### src/rtl/pulse_gen_pkg.sv
// Shared constants and divider state encoding for the pulse-period generator.
// Elaboration-time helpers only; no logic, no latency, no flow control.
package pulse_gen_pkg;

   localparam int OPW = 32;

   typedef enum logic [1:0] {
      DIV_IDLE,
      DIV_RUN,
      DIV_DONE
   } div_state_e;

   function automatic int step_wdth(input int steps);
      return (steps > 1) ? $clog2(steps) : 1;
   endfunction

   function automatic int step_hz(input int fmin, input int fmax, input int steps);
      return (fmax - fmin) / (steps - 1);
   endfunction

   function automatic int half0(input int clk_freq, input int fmin);
      return clk_freq / (2 * fmin);
   endfunction

   function automatic int div_wdth(input int h0);
      return $clog2(h0 + 1);
   endfunction

endpackage

### src/rtl/seq_divider.sv
// Restoring divider producing a DIV_WDTH-bit quotient, one bit per cycle.
// Latency: DIV_WDTH cycles busy, then a one-cycle done strobe; start ignored unless idle.
module seq_divider
   import pulse_gen_pkg::*;
#(
   parameter int DIV_WDTH = 8
) (
   input  logic                clk_i,
   input  logic                rst_i,
   input  logic                start_i,
   input  logic [OPW-1:0]      dividend_i,
   input  logic [OPW-1:0]      divisor_i,
   output logic                busy_o,
   output logic                done_o,
   output logic [DIV_WDTH-1:0] quot_o
);

   localparam int CW = $clog2(DIV_WDTH + 1);

   div_state_e     state;
   logic [OPW-1:0] rem;
   logic [OPW-1:0] dvd_sh;
   logic [OPW-1:0] dsr;
   logic [CW-1:0]  cnt;
   logic [OPW:0]   partial;
   logic [OPW+1:0] trial;
   logic           neg;

   // Quotient fits in DIV_WDTH bits, so the bits above it seed the remainder.
   always_comb begin
      partial = {rem, dvd_sh[OPW-1]};
      trial   = {1'b0, partial} - {2'b00, dsr};
      neg     = trial[OPW+1];
   end

   always_ff @(posedge clk_i) begin
      if (rst_i) begin
         state  <= DIV_IDLE;
         busy_o <= 1'b0;
         done_o <= 1'b0;
         rem    <= '0;
         dvd_sh <= '0;
         dsr    <= '0;
         cnt    <= '0;
         quot_o <= '0;
      end else begin
         case (state)
            DIV_IDLE: begin
               if (start_i) begin
                  state  <= DIV_RUN;
                  busy_o <= 1'b1;
                  rem    <= dividend_i >> DIV_WDTH;
                  dvd_sh <= dividend_i << (OPW - DIV_WDTH);
                  dsr    <= divisor_i;
                  cnt    <= CW'(DIV_WDTH - 1);
                  quot_o <= '0;
               end
            end
            DIV_RUN: begin
               rem    <= neg ? partial[OPW-1:0] : trial[OPW-1:0];
               dvd_sh <= dvd_sh << 1;
               quot_o <= {quot_o[DIV_WDTH-2:0], ~neg};
               if (cnt == '0) begin
                  state  <= DIV_DONE;
                  busy_o <= 1'b0;
                  done_o <= 1'b1;
               end else begin
                  cnt <= cnt - 1'b1;
               end
            end
            DIV_DONE: begin
               state  <= DIV_IDLE;
               done_o <= 1'b0;
            end
            default: state <= DIV_IDLE;
         endcase
      end
   end

endmodule

### src/rtl/pulse_period_ctrl.sv
// Step-indexed square-wave generator; step pulses retune the half period via seq_divider.
// Latency: new period within DIV_WDTH+1+old_half cycles; PULSE_PERIOD_CTRL_GLITCHFREE_EN applies at boundaries.
module pulse_period_ctrl
   import pulse_gen_pkg::*;
#(
   parameter int  CLK_FREQ   = 50_000_000,
   parameter int  MIN_FREQ   = 1,
   parameter int  MAX_FREQ   = 16,
   parameter int  FREQ_STEPS = 16,
   localparam int STEP_WDTH  = step_wdth(FREQ_STEPS)
) (
   input  logic                 clk_i,
   input  logic                 rst_i,
   input  logic                 freq_up_i,
   input  logic                 freq_dwn_i,
   output logic [STEP_WDTH-1:0] step_o,
   output logic                 busy_o,
   output logic                 wave_o,
   output logic                 pulse_o
);

   localparam int STEP_HZ  = step_hz(MIN_FREQ, MAX_FREQ, FREQ_STEPS);
   localparam int HALF0    = half0(CLK_FREQ, MIN_FREQ);
   localparam int DIV_WDTH = div_wdth(HALF0);
   localparam logic [STEP_WDTH-1:0] STEP_MAX = STEP_WDTH'(FREQ_STEPS - 1);
   localparam logic [DIV_WDTH-1:0]  HALF0_V  = DIV_WDTH'(HALF0);

   logic [STEP_WDTH-1:0] step_nxt;
   logic                 step_chg;
   logic                 div_busy, div_done, div_idle, div_start;
   logic                 dirty, rerun, res_vld, pend_vld, tc;
   logic [OPW-1:0]       divisor;
   logic [DIV_WDTH-1:0]  quot, res_half, pend_half, active_half, cnt;

   always_comb begin
      step_nxt = step_o;
      if (freq_up_i && !freq_dwn_i && step_o != STEP_MAX)
         step_nxt = step_o + 1'b1;
      else if (freq_dwn_i && !freq_up_i && step_o != '0)
         step_nxt = step_o - 1'b1;
   end

   assign step_chg  = (step_nxt != step_o);
   assign div_idle  = !div_busy && !div_done;
   assign div_start = div_idle && (step_chg || rerun);
   assign divisor   = OPW'(2 * (MIN_FREQ + int'(step_nxt) * STEP_HZ));
   // A result is stale if the step moved at any point since its divide began.
   assign res_vld   = div_done && !dirty && !step_chg;
   assign res_half  = (quot == '0) ? DIV_WDTH'(1) : quot;
   assign tc        = (cnt == active_half - 1'b1);
   assign busy_o    = div_busy;

   seq_divider #(
      .DIV_WDTH(DIV_WDTH)
   ) u_div (
      .clk_i     (clk_i),
      .rst_i     (rst_i),
      .start_i   (div_start),
      .dividend_i(OPW'(CLK_FREQ)),
      .divisor_i (divisor),
      .busy_o    (div_busy),
      .done_o    (div_done),
      .quot_o    (quot)
   );

   always_ff @(posedge clk_i) begin
      if (rst_i) begin
         step_o      <= '0;
         dirty       <= 1'b0;
         rerun       <= 1'b0;
         pend_vld    <= 1'b0;
         pend_half   <= HALF0_V;
         active_half <= HALF0_V;
         cnt         <= '0;
         wave_o      <= 1'b0;
         pulse_o     <= 1'b0;
      end else begin
         step_o  <= step_nxt;
         rerun   <= div_done && (dirty || step_chg);
         pulse_o <= 1'b0;
         if (div_done)
            dirty <= 1'b0;
         else if (step_chg && !div_idle)
            dirty <= 1'b1;
`ifdef PULSE_PERIOD_CTRL_GLITCHFREE_EN
         if (res_vld) begin
            pend_half <= res_half;
            pend_vld  <= 1'b1;
         end
         if (tc) begin
            cnt     <= '0;
            wave_o  <= ~wave_o;
            pulse_o <= ~wave_o;
            if (pend_vld || res_vld) begin
               active_half <= res_vld ? res_half : pend_half;
               pend_vld    <= 1'b0;
            end
         end else begin
            cnt <= cnt + 1'b1;
         end
`else
         // Forced restart: level is held, so no rising edge and no strobe.
         if (pend_vld) begin
            active_half <= pend_half;
            pend_vld    <= 1'b0;
            cnt         <= '0;
         end else if (tc) begin
            cnt     <= '0;
            wave_o  <= ~wave_o;
            pulse_o <= ~wave_o;
         end else begin
            cnt <= cnt + 1'b1;
         end
         if (res_vld) begin
            pend_half <= res_half;
            pend_vld  <= 1'b1;
         end
`endif
      end
   end

endmodule
### config.mk
export PLATFORM = sky130hd
export DESIGN_NAME = pulse_period_ctrl
export DESIGN_NICKNAME = d
export VERILOG_FILES = /design/src/rtl/pulse_gen_pkg.sv /design/src/rtl/seq_divider.sv /design/src/rtl/pulse_period_ctrl.sv
export SDC_FILE = /design/constraint.sdc
export NUM_CORES = 1
export LEC_CHECK = 0
export CAP_MARGIN = 5
export CORE_MARGIN = 2
export CORE_UTILIZATION = 67
export DETAILED_ROUTE_END_ITERATION = 16
export PLACE_DENSITY = 0.87
export SLEW_MARGIN = 20
export SYNTH_ARGS = -nofsm -noshare
export SYNTH_HDL_FRONTEND = slang
export SYNTH_SLANG_ARGS = --single-unit
### constraint.sdc
create_clock -name clk_i -period 7 [get_ports clk_i]
set_clock_uncertainty 0.1 [all_clocks]
set_input_delay 0.7 -clock clk_i [delete_from_list [all_inputs] [get_ports clk_i]]
set_output_delay 0.7 -clock clk_i [all_outputs]
set_load 0.02 [all_outputs]
# Word-level counts from Yosys, hierarchy flattened
# Cells that the tools add are included.
# Widths: inputs -> output; s select.
# op_classes
add_sub_neg	7
mul	0
div	0
n_lt_le_gt_ge	0
eq_ne	8
shifts	0
muxes	22
n_bitwise	4
reduce_logical	35
# ops
cell	count
$pmux 32 s2	2
$mux 32	3
$mux 25	2
$pmux 25 s2	1
$sub 33x32->34	1
$add 25x1->25 const B	1
$eq 25x25->1	1
$logic_not 25->1	1
$sub 25x1->25 const B	1
$logic_and 1x1->1	10
$mux 5	2
$pmux 5 s2	1
$reduce_and 2->1	5
$mux 4	2
$logic_not 1->1	7
$reduce_and 3->1	2
$reduce_or 3->1	2
$add 1x4->5 const A	1
$logic_not 5->1	1
$sub 5x1->5 const B	1
$add 4x1->4 const B	1
$mux 1	4
$mux 2	2
$ne 2x2->1 const B	2
14 further kinds	20
# word_totals
regBits	213
latchBits	0
mem_bits_rw	0
romBits	0
out_inout_bits	7
memories	0

# Logic depth before layout (Yosys ltp)
# Gate-level depths: netlist of run 1.
# logic_depth
depth_word	10
depth_mapped	12
mapped_depth_nobuf	11

# By module
# Synthesis of run 1 repeated with hierarchy kept, for this count alone.
# hier_totals
hier_cells	1387
hier_area_um2	11005.6
# by_module_without_submodules
mod	instances	cells_each	area_each_um2
seq_divider	1	882	6749.0
pulse_period_ctrl	1	505	4256.6

# Worst setup path after synthesis of run 1
# Ideal clock, no wire load.
# synth_timing
kind	register -> register
start	reg active_half[0]
end	reg cnt[19]
t_arrival_ns	2.681
required_ns	6.785
setup_slack_ns	4.105
stages_incl_launch_ff	13
period_less_slack_ns	2.895
cell_sequence	dfxtp_1 > inv_1 > ha_1 > buf_2 > or4b_1 > nor4_4 > mux2i_1 > mux2i_1 > o21a_1 > nor4_1 > a211o_2 > buf_6 > nor2_1
# synth_via
elab_chain_cells	3
# synth_rtl
item	line_no	text
start, declared	pulse_period_ctrl.sv:33	logic [DIV_WDTH-1:0] quot, res_half, pend_half, active_half, cnt;
start signal, assigned	pulse_period_ctrl.sv:104	active_half <= pend_half;
$sub 25x1->25	pulse_period_ctrl.sv:50	assign tc = (cnt == active_half - 1'b1);
$eq 25x25->1	pulse_period_ctrl.sv:50	
$reduce_or 3->1 (no source line)	--	
end signal, assigned	pulse_period_ctrl.sv:112	cnt <= cnt + 1'b1;
end, declared	pulse_period_ctrl.sv:33	
# No other way between the ends.
# A chain may end at the register's enable or synchronous reset.

# Final worst setup path of run 1
# layout_timing
start	reg u_div.rem[0]
end	reg u_div.rem[24]
# layout_via
elab_chain_cells	3
# layout_rtl
item	line_no	text
start, declared	seq_divider.sv:21	logic [OPW-1:0] rem;
start signal, assigned	seq_divider.sv:52	rem <= dividend_i >> DIV_WDTH;
start signal, assigned	seq_divider.sv:60	rem <= neg ? partial[OPW-1:0] : trial[OPW-1:0];
$sub 33x32->34	seq_divider.sv:32	trial = {1'b0, partial} - {2'b00, dsr};
$mux 32	seq_divider.sv:60	
$pmux 32 s2	seq_divider.sv:47	case (state)
# No other way between the ends.

==> run_results.csv, run 1 <==
group,metric,value,unit
outcome,status,"completed",
timing,drv_slew,0,
setup_path,critical_path_class,"reg -> reg",
power_and_ir_drop,ir_drop,0.422,mV
power_and_ir_drop,total_leakage_power,3.13,nW
setup_path,slowest_stage,"nand4_1",
hold_path,min_path_cells,2,
setup_path,reg2reg_from,"u_div.rem[0]",
power_and_ir_drop,finalPower,3.34,mW
clock_tree,clock_sinks,173,
floorplanning,dieArea,12900,µm²
clock_tree,postCtsSetupRepairBufs,0,
logic_synthesis,synth_seq_area_share,0.431,
setup_path,arrival,3670,ps
setup_path,path_cells,"inv_1 -> ha_1 -> fa_1 -> nand2b_1 -> a21boi_0 -> o21ai_0 -> nand4_1 -> nand4_1 -> nor2_1 -> a21oi_1 -> a211o_1",
timing,finalSetupViolations,0,
detailed_routing,ant_nets,0,
logic_synthesis,syn_area,8040,µm²
setup_path,max_stage_delay,550,ps
timing,grt_setup_unrepaired,"false",
logic_synthesis,synth_flop_cell,"dfxtp_1",
finish,nets,973,
timing,finalCritPeriodShare,0.493,
power_and_ir_drop,power_density,383,nW/µm²
clock_tree,cts_hold_buf,0,
timing,slew_headroom,0.421,
clock_tree,cts_made_buffers,17,
clock_tree,cts-resized-gates,0,
grt,overflow,0,
setup_path,r2r_end,"u_div.rem[24]",
logic_synthesis,syn_nets,993,
logic_synthesis,ys_seq_elements,173,
timing,min_period,3450,ps
timing,max_slew.worst_pin.slew,869,ps
logic_synthesis,async_flop_share,0,
floorplanning,core,11900,µm²
clock_tree,htree_levels,4,
timing,finalHoldWorstSlack,351,ps
setup_path,critical_path.max_fanout,12,
detailed_routing,wl_per_cell,14.4,µm
logic_synthesis,synth_warnings,0,
detailed_routing,num_vias,6520,
placement,place.gp.congestion,0.808,
logic_synthesis,yosysMostFrequentCell,"dfxtp_1",
finish,n_antenna_cell,0,
hold_path,hold_path.class,"reg -> reg",
detailed_routing,drc,0,
clock_tree,cts_tree,"yes",
floorplanning,io_pins,11,
logic_synthesis,syn_avg_cell_area,8.24,µm²
finish,area_delta_synth_final,8.35,%
setup_path,r2r_cells,11,
logic_synthesis,synth_edf_count,0,
setup_path,required,7220,ps
hold_path,worstHoldEndpoint,"u_div.dvd_sh[17]",
clock_tree,clkLatencyLatePin,430,ps
clock_tree,clk_pin_slew_worst_paths,60,ps
logic_synthesis,synthTopCellsByCount,"173 x dfxtp_1, 158 x nand2_1, 100 x nor2_1",
job,max-cap-violations,0,
finish,layout-drive-gt1-share,0.0588,
detailed_routing,via_per_inst,5.84,
logic_synthesis,synth_top_area_frac,0.431,
floorplanning,start_util,0.678,
grt,grt_first_pass_wirelength,27800,µm
detailed_routing,firstDrtPassIters,5,
logic_synthesis,synth_area_leaders,"dfxtp_1 43%, nand2_1 7.4%, xnor2_1 6.1%",
logic_synthesis,yosysUniqueCellTypes,63,
grt,grt.total_usage,0.263,
grt,grt_max_degree,57,
timing,hold_viol,0,
grt,antenna_found_initial,0,
timing,fin_tns_setup,0,ps
setup_path,start_kind,"flop",
floorplanning,die_h,114,µm
detailed_routing,drt_iter0_markers,491,
placement,io_buffers,10,
floorplanning,die_w,114,µm
hold_path,hold_start,"u_div.dvd_sh[16]",
timing,fmax,0.290,GHz
floorplanning,rows,40,
setup_path,regToRegSetupSlack,3550,ps
logic_synthesis,yosysTopAreaCell,"dfxtp_1",
setup_path,cp_common_cell,"nand4_1",
clock_tree,ctsRootBufferMaster,"clkbuf_16",
placement,dpl.hpwl,10400,µm
setup_path,worstSetupEndpointType,"flop",
clock_tree,clockBufferDepth,2,
detailed_routing,wl,16100,µm
grt,grt_pass1_vias,6141,
logic_synthesis,syn-instance-count,976,
-- flip-flops by register name (all words and copies together) (netlist names) --
name and cells:
u_div.rem 32, active_half 25, cnt 25, pend_half 25
u_div.quot_o 25, u_div.dvd_sh 18, u_div.cnt 5, u_div.dsr 5
step_o 4, u_div.state 2, dirty 1, pend_vld 1
pulse_o 1, rerun 1, u_div.busy_o 1, u_div.done_o 1
wave_o 1
-- cells by family after synthesis --
family | Yosys count | synth area share
AO/OA/AOI/OAI | 142 | 0.105
adder cells (fa/ha/maj) | 13 | 0.0212
XOR/XNOR | 89 | 0.0969
flip-flops | 173 | 0.431
buffers and inverters | 77 | 0.0392
AND/OR/NAND/NOR | 451 | 0.268
multiplexers | 31 | 0.0387
-- how the worst max path moves through the flow --
stage / from / to / slack [ps] / cells after the start
after floorplan: active_half[0] / cnt[19] / 4100 / 12
after global placement: rst_i / u_div.rem[24] / 3620 / 6
after detailed placement: u_div.rem[0] / u_div.rem[31] / 3570 / 11
after CTS: u_div.rem[0] / u_div.rem[24] / 3560 / 11
after global routing: u_div.rem[0] / u_div.rem[22] / 3190 / 11
final: u_div.rem[0] / u_div.rem[24] / 3550 / 11
-- per-stage QoR --
| step | cell area, µm² | util | setup WS (ps) | std cells |
|---|---|---|---|---|
| after floorplan | 8040 | - | 4100 | 976 |
| after detailed placement | 8150 | 0.687 | 3570 | 1083 |
| after global placement | 8150 | 0.687 | 3620 | 1083 |
| final | 8710 | 0.735 | 3550 | 1116 |
| after CTS | 8690 | 0.732 | 3560 | 1115 |
| after global routing | 8710 | 0.735 | 3190 | 1116 |
-- per-layer routing --
layer,GRT usage,vias to the layer above,part of all wire
li1,-,3315,-
met1,0.337,3019,0.46
met2,0.425,142,0.47
met3,0.0558,44,0.040
met4,0.125,0,0.028
met5,0,-,0
-- where the power goes --
group | total, mW | internal (mW) | switching (mW)
Sequential | 1.21 | 1.10 | 0.109
Clock | 0.860 | 0.464 | 0.396
Combinational | 1.27 | 0.520 | 0.748
-- worst max-delay path: cells and delay by family, from the launching register on --
family | cells | cell delay (ps)
AND/OR/NAND/NOR | 4 | 1480
AO/OA/AOI/OAI | 4 | 750
adder cells (fa/ha/maj) | 2 | 620
flip-flops | 1 | 330
buffers and inverters | 1 | 60
-- cell usage in the layout (no fill, tap or decap), types with 5 or more instances in the layout --
cell type        instances
o21ai_1                 10
dfxtp_1                173
nand2_1                158
inv_1                   20
mux2i_1                 30
and3_1                   9
buf_4                    6
nand4_1                 14
o21ai_0                 27
nor3_1                  40
a211oi_1                 5
o211ai_1                 6
ha_1                    12
nor2_1                 100
clkinv_2                 6
and2_1                   6
clkdlybuf4s50_1          9
a21oi_1                 61
xor2_1                  33
xnor2_1                 56
or3_1                    5
nand3_1                 61
clkbuf_16               17
nor4_1                  23
-- area by class of cell --
type | instances | area, µm²
repair buffers | 17 | 168
clock inverters | 13 | 90.1
well taps | 147 | 184
multi-input cells | 726 | 4290
clock buffers | 19 | 443
fillers | 890 | 3150
inverters | 21 | 78.8
flip-flops and latches | 173 | 3460
Note: power is estimated with default switching activity, not from simulation.
==> inputs of run 2 (changes only) <==
Settings changed: CORE_UTILIZATION 67 to 56, PLACE_DENSITY 0.87 to 0.78.
Clock period 7 ns to 2.9 ns, I/O delays scaled along.
==> run 2 against run 1 <==
Compared with the run above: the run now ends with negative setup slack left; first-iteration DRC count down 21%; global-route usage is 3.5 points lower; cell area up 7.1%; via count is 2.3% higher; sequential share of layout area shrank 2.6 points; clock-buffer cell count rose by 1; core utilization decreased by 6.5 points; die area up 19%; non-clock buffer count rose by 29; sequential power rose by 140%; final cell count grew 5.6%; critical path depth down 2; highest routed layer unchanged.
==> run_results.csv, run 2 (synthesis results as in run 1) <==
group,metric,value,unit
detailed_routing,wl,17400,µm
timing,max_slew.worst_pin.slew,665,ps
grt,grt.total_usage,0.228,
setup_path,start_kind,"flop",
grt,grt_use_met2,0.376,
outcome,violations,"negative setup slack",
hold_path,hold_path.class,"in -> reg",
setup_path,arrival,3140,ps
setup_path,worstSetupEndpointType,"flop",
timing,min_period,2920,ps
floorplanning,rows,43,
setup_path,r2r_end,"cnt[6]",
floorplanning,io_pins,11,
grt,grt_pass1_vias,6101,
timing,finalSetupViolations,15,
detailed_routing,via_per_inst,5.66,
grt,grt_max_degree,54,
placement,pre_cts_slack,-27.7,ps
clock_tree,clk_pin_slew_worst_paths,70,ps
setup_path,critical_path.max_fanout,6,
clock_tree,clockBufferDepth,2,
power_and_ir_drop,ir_drop,0.740,mV
detailed_routing,drc,0,
power_and_ir_drop,power_density,940,nW/µm²
clock_tree,cts_made_buffers,17,
grt,overflow,0,
timing,fmax,0.342,GHz
grt,grt.busiest_layer,"met2",
detailed_routing,firstDrtPassIters,4,
detailed_routing,num_vias,6671,
finish,layout_common_cells,"170 x dfxtp_1, 158 x nand2_1, 80 x nor2_1",
clock_tree,htree_levels,4,
grt,grt_first_pass_wirelength,28100,µm
outcome,status,"complete, but fails checks",
floorplanning,dieArea,15300,µm²
finish,area_delta_synth_final,16.0,%
floorplanning,die_w,124,µm
setup_path,r2r_cells,9,
grt,use_met3,0.0499,
floorplanning,start_util,0.577,
finish,regMostFlops,"u_div.rem",
power_and_ir_drop,total_leakage_power,3.36,nW
job,max-cap-violations,0,
setup_path,timing.critical_path.from,"active_half[13]",
clock_tree,cts_tree,"yes",
finish,layout-drive-gt1-share,0.126,
timing,finalCritPeriodShare,1.01,
detailed_routing,ant_nets,0,
timing,drv_slew,0,
finish,num-fill-cells,1098,
grt,antenna_found_initial,0,
clock_tree,clkLatencyLatePin,430,ps
setup_path,reg2reg_from,"active_half[13]",
finish,nets,1002,
clock_tree,ctsRootBufferMaster,"clkbuf_16",
finish,layout_commonest_cell,"dfxtp_1",
setup_path,regToRegSetupSlack,-20,ps
placement,io_buffers,10,
placement,dpl.hpwl,11000,µm
timing,grt_setup_unrepaired,"true",
floorplanning,core,13900,µm²
hold_path,min_path_cells,2,
timing,fin_tns_setup,-227,ps
floorplanning,die_h,124,µm
timing,hold_viol,0,
clock_tree,clock_sinks,173,
timing,slew_headroom,0.552,
detailed_routing,wl_per_cell,14.8,µm
finish,n_antenna_cell,0,
placement,place.gp.congestion,0.846,
setup_path,crit_path_end,"cnt[6]",
detailed_routing,drt_iter0_markers,390,
grt,grtUsageMet1,0.296,
setup_path,required,3110,ps
setup_path,critical_path_class,"reg -> reg",
finish,largest_reg_flops,32,
timing,layout_setup_ws,-25.0,ps
run 2: cell type report:
class / count / area [µm²] / area share
multi-input combinational: 726 / 4510 / 0.483
sequential: 173 / 3470 / 0.372
clock buffer: 20 / 447 / 0.0479
tap: 180 / 225 / 0.0241
timing repair buffer: 46 / 429 / 0.0460
clock inverter: 12 / 173 / 0.0185
inverter: 21 / 78.8 / 0.00845
run 2: per-stage QoR:
stage | area, µm² | hold slack, ps | cells | util | total power, mW
final | 9330 | 276 | 1178 | 0.670 | 8.77
after global routing | 9330 | 287 | 1178 | 0.670 | 9.35
after CTS | 9020 | 252 | 1171 | 0.647 | 8.59
after detailed placement | 8390 | 344 | 1139 | 0.602 | 6.20
after global placement | 8390 | 338 | 1139 | 0.602 | 6.14
after floorplan | 8040 | 327 | 976 | - | 5.45
run 2: worst min-delay path by stage:
| stage | slack [ps] | from | endpoint |
|---|---|---|---|
| after floorplan | 330 | u_div.rem[31] | u_div.rem[31] |
| after global placement | 340 | u_div.rem[31] | u_div.rem[31] |
| after detailed placement | 340 | u_div.dvd_sh[22] | u_div.dvd_sh[23] |
| after CTS | 250 | rst_i | u_div.dsr[5] |
| after global routing | 290 | rst_i | u_div.dsr[5] |
| final | 280 | rst_i | u_div.dsr[5] |
run 2: critical path, cell delays in order (launching register included):
cell	delay, ps
dfxtp_4	340
or4_4	580
nor4b_4	410
nor3b_2	250
xnor2_1	180
nand3_1	160
nor4_4	330
a211o_4	250
clkbuf_16	180
nor2_2	40
run 2: routing by layer:
layer  wire, µm  up-vias
met5          0        -
met4        248        0
met2       8460      132
li1           -     3381
met3        627       25
met1       8070     3133
run 2: report_power, final:
group | internal, mW | total [mW] | switching [mW]
registers | 2.66 | 2.93 | 0.273
logic | 1.54 | 3.46 | 1.92
clock network | 1.41 | 2.38 | 0.978
run 2: repair_timing:
| item | in CTS | in global routing |
|---|---|---|
| pin swaps | 0 | 23 |
| cloned | 0 | 3 |
| gates resized for setup | 1 | 56 |
| hold buffers | 0 | 0 |
| buffers inserted | 0 | 4 |
| endpoints found under the setup margin | 25 | 42 |
==> inputs of run 3 (changes only) <==
Settings changed: SETUP_SLACK_MARGIN from default to 0.2.
==> run 3 against run 2 <==
Compared with the run above: the flow now finishes without violations; clock power shrank 11%; sequential share of layout area down 0.061 points; total power is 1.3% lower; maximum frequency is 2.7% higher; critical path depth unchanged; critical path type unchanged; flip-flop and latch count unchanged; non-clock buffer count increased by 6.
==> run_results.csv, run 3 (synthesis results as in run 1) <==
group,metric,value,unit
finish,layout_commonest_cell,"dfxtp_1",
placement,dpl.hpwl,10800,µm
timing,hold_viol,0,
finish,layout_common_cells,"168 x dfxtp_1, 157 x nand2_1, 87 x nor2_1",
power_and_ir_drop,power_density,925,nW/µm²
detailed_routing,via_per_inst,5.63,
timing,finalHoldWorstSlack,185,ps
finish,regMostFlops,"u_div.rem",
finish,largest_reg_flops,32,
clock_tree,htree_levels,4,
placement,dpl_cell_area,8410,µm²
floorplanning,rows,43,
detailed_routing,drt_iter0_markers,578,
timing,finalCritPeriodShare,0.982,
setup_path,arrival,3050,ps
grt,grt_max_degree,65,
job,max-cap-violations,0,
setup_path,r2r_end,"cnt[11]",
clock_tree,ctsRootBufferMaster,"clkbuf_16",
clock_tree,clkLatencyLatePin,430,ps
placement,dp_cells,1139,
timing,fin_tns_setup,0,ps
setup_path,r2r_cells,9,
timing,finalSetupViolations,0,
clock_tree,cts_made_buffers,17,
timing,drv_slew,0,
finish,n_antenna_cell,0,
placement,place.gp.congestion,0.831,
finish,area_delta_synth_final,16.4,%
hold_path,hold_path.class,"in -> reg",
setup_path,worstSetupEndpointType,"flop",
detailed_routing,firstDrtPassIters,5,
finish,design_area,9360,µm²
finish,nets,1008,
timing,max_slew.worst_pin.slew,659,ps
floorplanning,die_w,124,µm
setup_path,critical_path.max_fanout,6,
floorplanning,core,13900,µm²
timing,slew_headroom,0.559,
setup_path,timing.critical_path.from,"active_half[13]",
detailed_routing,wl,17100,µm
power_and_ir_drop,finalPower,8.66,mW
floorplanning,io_pins,11,
timing,fmax,0.351,GHz
setup_path,crit_path_end,"cnt[11]",
grt,overflow,0,
placement,io_buffers,10,
grt,antenna_found_initial,0,
detailed_routing,num_vias,6671,
clock_tree,clockBufferDepth,2,
setup_path,regToRegSetupSlack,50,ps
detailed_routing,wl_per_cell,14.4,µm
clock_tree,cts_tree,"yes",
floorplanning,start_util,0.577,
floorplanning,die_h,124,µm
setup_path,critical_path_class,"reg -> reg",
detailed_routing,drc,0,
floorplanning,dieArea,15300,µm²
timing,min_period,2850,ps
grt,grt_pass1_vias,6087,
clock_tree,clk_pin_slew_worst_paths,60,ps
finish,stdcell_count,1184,
setup_path,required,3100,ps
grt,grt.total_usage,0.228,
power_and_ir_drop,total_leakage_power,3.37,nW
setup_path,reg2reg_from,"active_half[13]",
grt,grt_first_pass_wirelength,28000,µm
outcome,status,"completed",
clock_tree,cts_hold_buf,0,
finish,layout-drive-gt1-share,0.131,
setup_path,start_kind,"flop",
detailed_routing,ant_nets,0,
clock_tree,clock_sinks,173,
power_and_ir_drop,ir_drop,0.936,mV
timing,grt_setup_unrepaired,"true",
[run 3: cell count changes in the layout (fill, tap and decap cells not counted), sizes merged]
| cell | delta |
|---|---|
| clkinvlp | +1 |
| inv | -7 |
| bufinv | -2 |
| clkbuf | +7 |
| clkinv | +1 |
| buf | +6 |
[run 3: routing by layer]
| layer | up-vias | routed length (µm) | track usage |
|---|---|---|---|
| met5 | - | 0 | 0 |
| li1 | 3385 | - | - |
| met4 | 0 | 268 | 0.0810 |
| met3 | 19 | 471 | 0.0481 |
| met1 | 3162 | 8170 | 0.297 |
| met2 | 105 | 8180 | 0.375 |
[run 3: report_power, final]
group / switching (mW) / internal (mW)
clock network: 0.882 / 1.23
logic: 2.00 / 1.62
registers: 0.267 / 2.66
total: 3.15 / 5.50
[run 3: worst min-delay path by stage]
stage / start / depth (start not counted) / slack [ps] / to
2_1_floorplan: u_div.rem[31] / 2 / 330 / u_div.rem[31]
3_3_place_gp: u_div.dvd_sh[16] / 2 / 340 / u_div.dvd_sh[17]
3_5_place_dp: u_div.dvd_sh[16] / 2 / 340 / u_div.dvd_sh[17]
4_1_cts: rst_i / 2 / 160 / wave_o
5_1_grt: rst_i / 2 / 180 / wave_o
6_report: rst_i / 2 / 180 / wave_o
[run 3: timing repair]
action | in CTS | in global routing
pin swaps | 5 | 14
cloned | 0 | 4
setup buffers | 4 | 5
resized for setup | 10 | 54
endpoints found under the setup margin | 31 | 57
[run 3: layout make-up]
cell class	instances	area [µm²]
fillers	1101	4570
multi-input cells	726	4550
flip-flops and latches	173	3470
repair buffers	52	485
clock buffers	27	483
well taps	180	225
inverters	21	81.3
clock inverters	5	58.8
[run 3: stage by stage]
stage / utilization / setup WS [ps]
final: 0.672 / 52.9
after global routing: 0.672 / -15.9
after CTS: 0.648 / 131
after detailed placement: 0.604 / 88.5
after global placement: 0.604 / 155
after floorplan: - / 183
[run 3: critical path, stage by stage (launching register included)]
cell	delay (ps)
dfxtp_2	330
or4_4	580
or4_4	450
or3_1	340
a32oi_2	260
a21oi_4	110
nor2b_4	130
a211o_4	190
clkbuf_16	170
nor2_1	40
==> edit: new RTL, flow settings as in run 2 <==
`MAX_FREQ`: 16 -> 12.
--- a/src/rtl/pulse_period_ctrl.sv
+++ b/src/rtl/pulse_period_ctrl.sv
@@ -5,7 +5,7 @@
 #(
    parameter int  CLK_FREQ   = 50_000_000,
    parameter int  MIN_FREQ   = 1,
-   parameter int  MAX_FREQ   = 16,
+   parameter int  MAX_FREQ   = 12,
    parameter int  FREQ_STEPS = 16,
    localparam int STEP_WDTH  = step_wdth(FREQ_STEPS)
 ) (
Function: no difference found for any inputs over 4 cycles, from zero or initial values and one cycle with rst_i high; that may be too few to reach the edited logic, so the function may still have changed.
==> edit against run 2 <==
Cell area fell by 2.7%. Synthesized cell count down 5.5%. Highest routed layer unchanged. Power fell by 19%. Largest cell class unchanged. Area after synthesis is 0.65% lower. Worst setup slack gained 0.11 ns. Worst hold slack got worse by 0.075 ns. Sequential cell count is 4 lower. Critical path type unchanged. Wire length is 3.3% lower. Non-clock buffer count increased by 4.
==> edit: results <==
group,metric,value,unit
route,drtPass1Iterations,4,
yosys,yosys_warnings,0,
power_and_ir_drop,power.leakage,3.32,nW
finish,nets,951,
worst_setup_path,reg2reg_slack,0.09,ns
place,placed_area,8420,sq um
route,dr_wl_met3,490,um
yosys,synth_xor_area_share,8.44,%
worst_setup_path,r2r-end,"cnt[7]",
global_route,grt_max_degree,52,
route,dr_total_vias,6467,
yosys,yosys-mux-area-fraction,2.15,%
finish,regMostFlops,"u_div.rem",
yosys,ys_seq_area_share,42.3,%
yosys,synth_cell_types,66,
global_route,grt_usage,23.2,%
finish,drive_above_1_share,13.0,%
route,wl_met2,7830,um
worst_setup_path,cp.arrival,3.03,ns
finish,n_fill_cell,1134,
yosys,ys_top_cells_by_area,"dfxtp_1 (42%), nand2_1 (5.3%), xnor2_1 (4.4%), nor2_1 (4.1%), xor2_1 (4.1%)",
power_and_ir_drop,vdd_ir_drop_max,0.788,mV
yosys,synth_flop_cell,"dfxtp_1",
place,gp_congestion,0.920,
yosys,synth_common_cells,"dfxtp_1 (169), nand2_1 (112), nor2_1 (87)",
outcome,status,"complete, no violations",
yosys,synth.net_count,934,
sta,worst_pin_slew,0.658,ns
yosys,yosys.area_share.adder,1.25,%
route,drtIter0Drc,467,
yosys,synth-edff-count,0,
route,wire_per_inst,14.9,um
place,dpl.hpwl,11300,um
cts,root_buffer,"clkbuf_16",
route,wl_met1,8090,um
finish,n_antenna_cell,0,
yosys,synth_compound_area_share,14.5,%
worst_setup_path,crit_start,"active_half[11]",
global_route,grt_pass1_vias,5974,
worst_setup_path,rr_worst_depth,10,
global_route,grt_pass1_wl,28200,um
worst_setup_path,path_max_fanout,12,
==> edit: changes by cell type after synthesis, moves of 8 or more <==
cell      change
nand2_1      -46
nand3_1      -43
a22o_1       +33
a21oi_1      -29
nor2_2       +20
nand3b_1     +18
xnor2_1      -16
mux2i_1      -14
nor2_1       -13
a211o_1      +12
o31ai_1       +9
nor2b_1       +8
o21ai_1       -8
==> edit: worst min-delay path by stage <==
stage / start / endpoint / slack, ns
global route: rst_i / step_o[3] / 0.21
CTS: rst_i / step_o[3] / 0.18
detailed placement: u_div.rem[31] / u_div.rem[31] / 0.34
floorplan: u_div.rem[31] / u_div.rem[31] / 0.33
finish: rst_i / step_o[3] / 0.20
global placement: u_div.rem[31] / u_div.rem[31] / 0.34
==> edit: layout make-up <==
type,instances,area [sq um],area share [%]
Tap cell,180,225,2.48
Timing Repair Buffer,50,450,4.96
Inverter,16,60.1,0.662
Sequential cell,169,3390,37.3
Multi-Input combinational cell,685,4380,48.2
Clock inverter,13,135,1.49
Clock buffer,18,439,4.84
==> edit: per-stage QoR <==
step	util [%]	cells	setup TNS [ns]	hold WS (ns)	setup WS, ns
3_5_place_dp	60.4	1098	0	0.343	0.0474
2_1_floorplan	-	922	0	0.327	0.0315
6_report	65.1	1131	0	0.200	0.0887
3_3_place_gp	60.4	1098	0	0.338	0.105
5_1_grt	65.1	1131	-0.371	0.208	-0.0293
4_1_cts	64.5	1129	0	0.185	0.0300
==> edit: power breakdown <==
group / switching [mW] / total [mW] / leakage (nW) / internal (mW)
registers: 0.259 / 2.87 / 1.37 / 2.62
logic: 1.18 / 2.03 / 1.67 / 0.847
clock network: 0.970 / 2.19 / 0.275 / 1.22
total: 2.41 / 7.10 / 3.32 / 4.69
==> edit: what timing repair did <==
| action | in CTS | in global routing |
|---|---|---|
| buffers inserted | 0 | 1 |
| hold buffers | 0 | 0 |
| endpoints found under the setup margin | 0 | 29 |
| gates resized for setup | 0 | 13 |
==> edit: routing by layer <==
metal	vias to the layer above	GRT usage, %
met5	-	0
met4	0	9.52
met3	35	5.21
met2	122	36.6
met1	2997	30.6
li1	3313	-
==> edit: worst max-delay path: stages (launching register included) <==
cell and delay (ns):
dfxtp_2 0.36, nor4_4 0.30, buf_4 0.19, nand3_2 0.11, or4_4 0.51, a41oi_2 0.24, o22ai_2 0.14, o41ai_4 0.34
buf_4 0.19, clkbuf_16 0.18, nor2_2 0.05
==> edit: cells by family (layout without fill, tap and decap cells) <==
kind of cell	after synthesis	in the layout
simple gates	422	422
flops	169	169
compound gates	161	161
xor+xnor	77	77
buf+inv	68	97
mux	17	17
fa+ha+maj	8	8
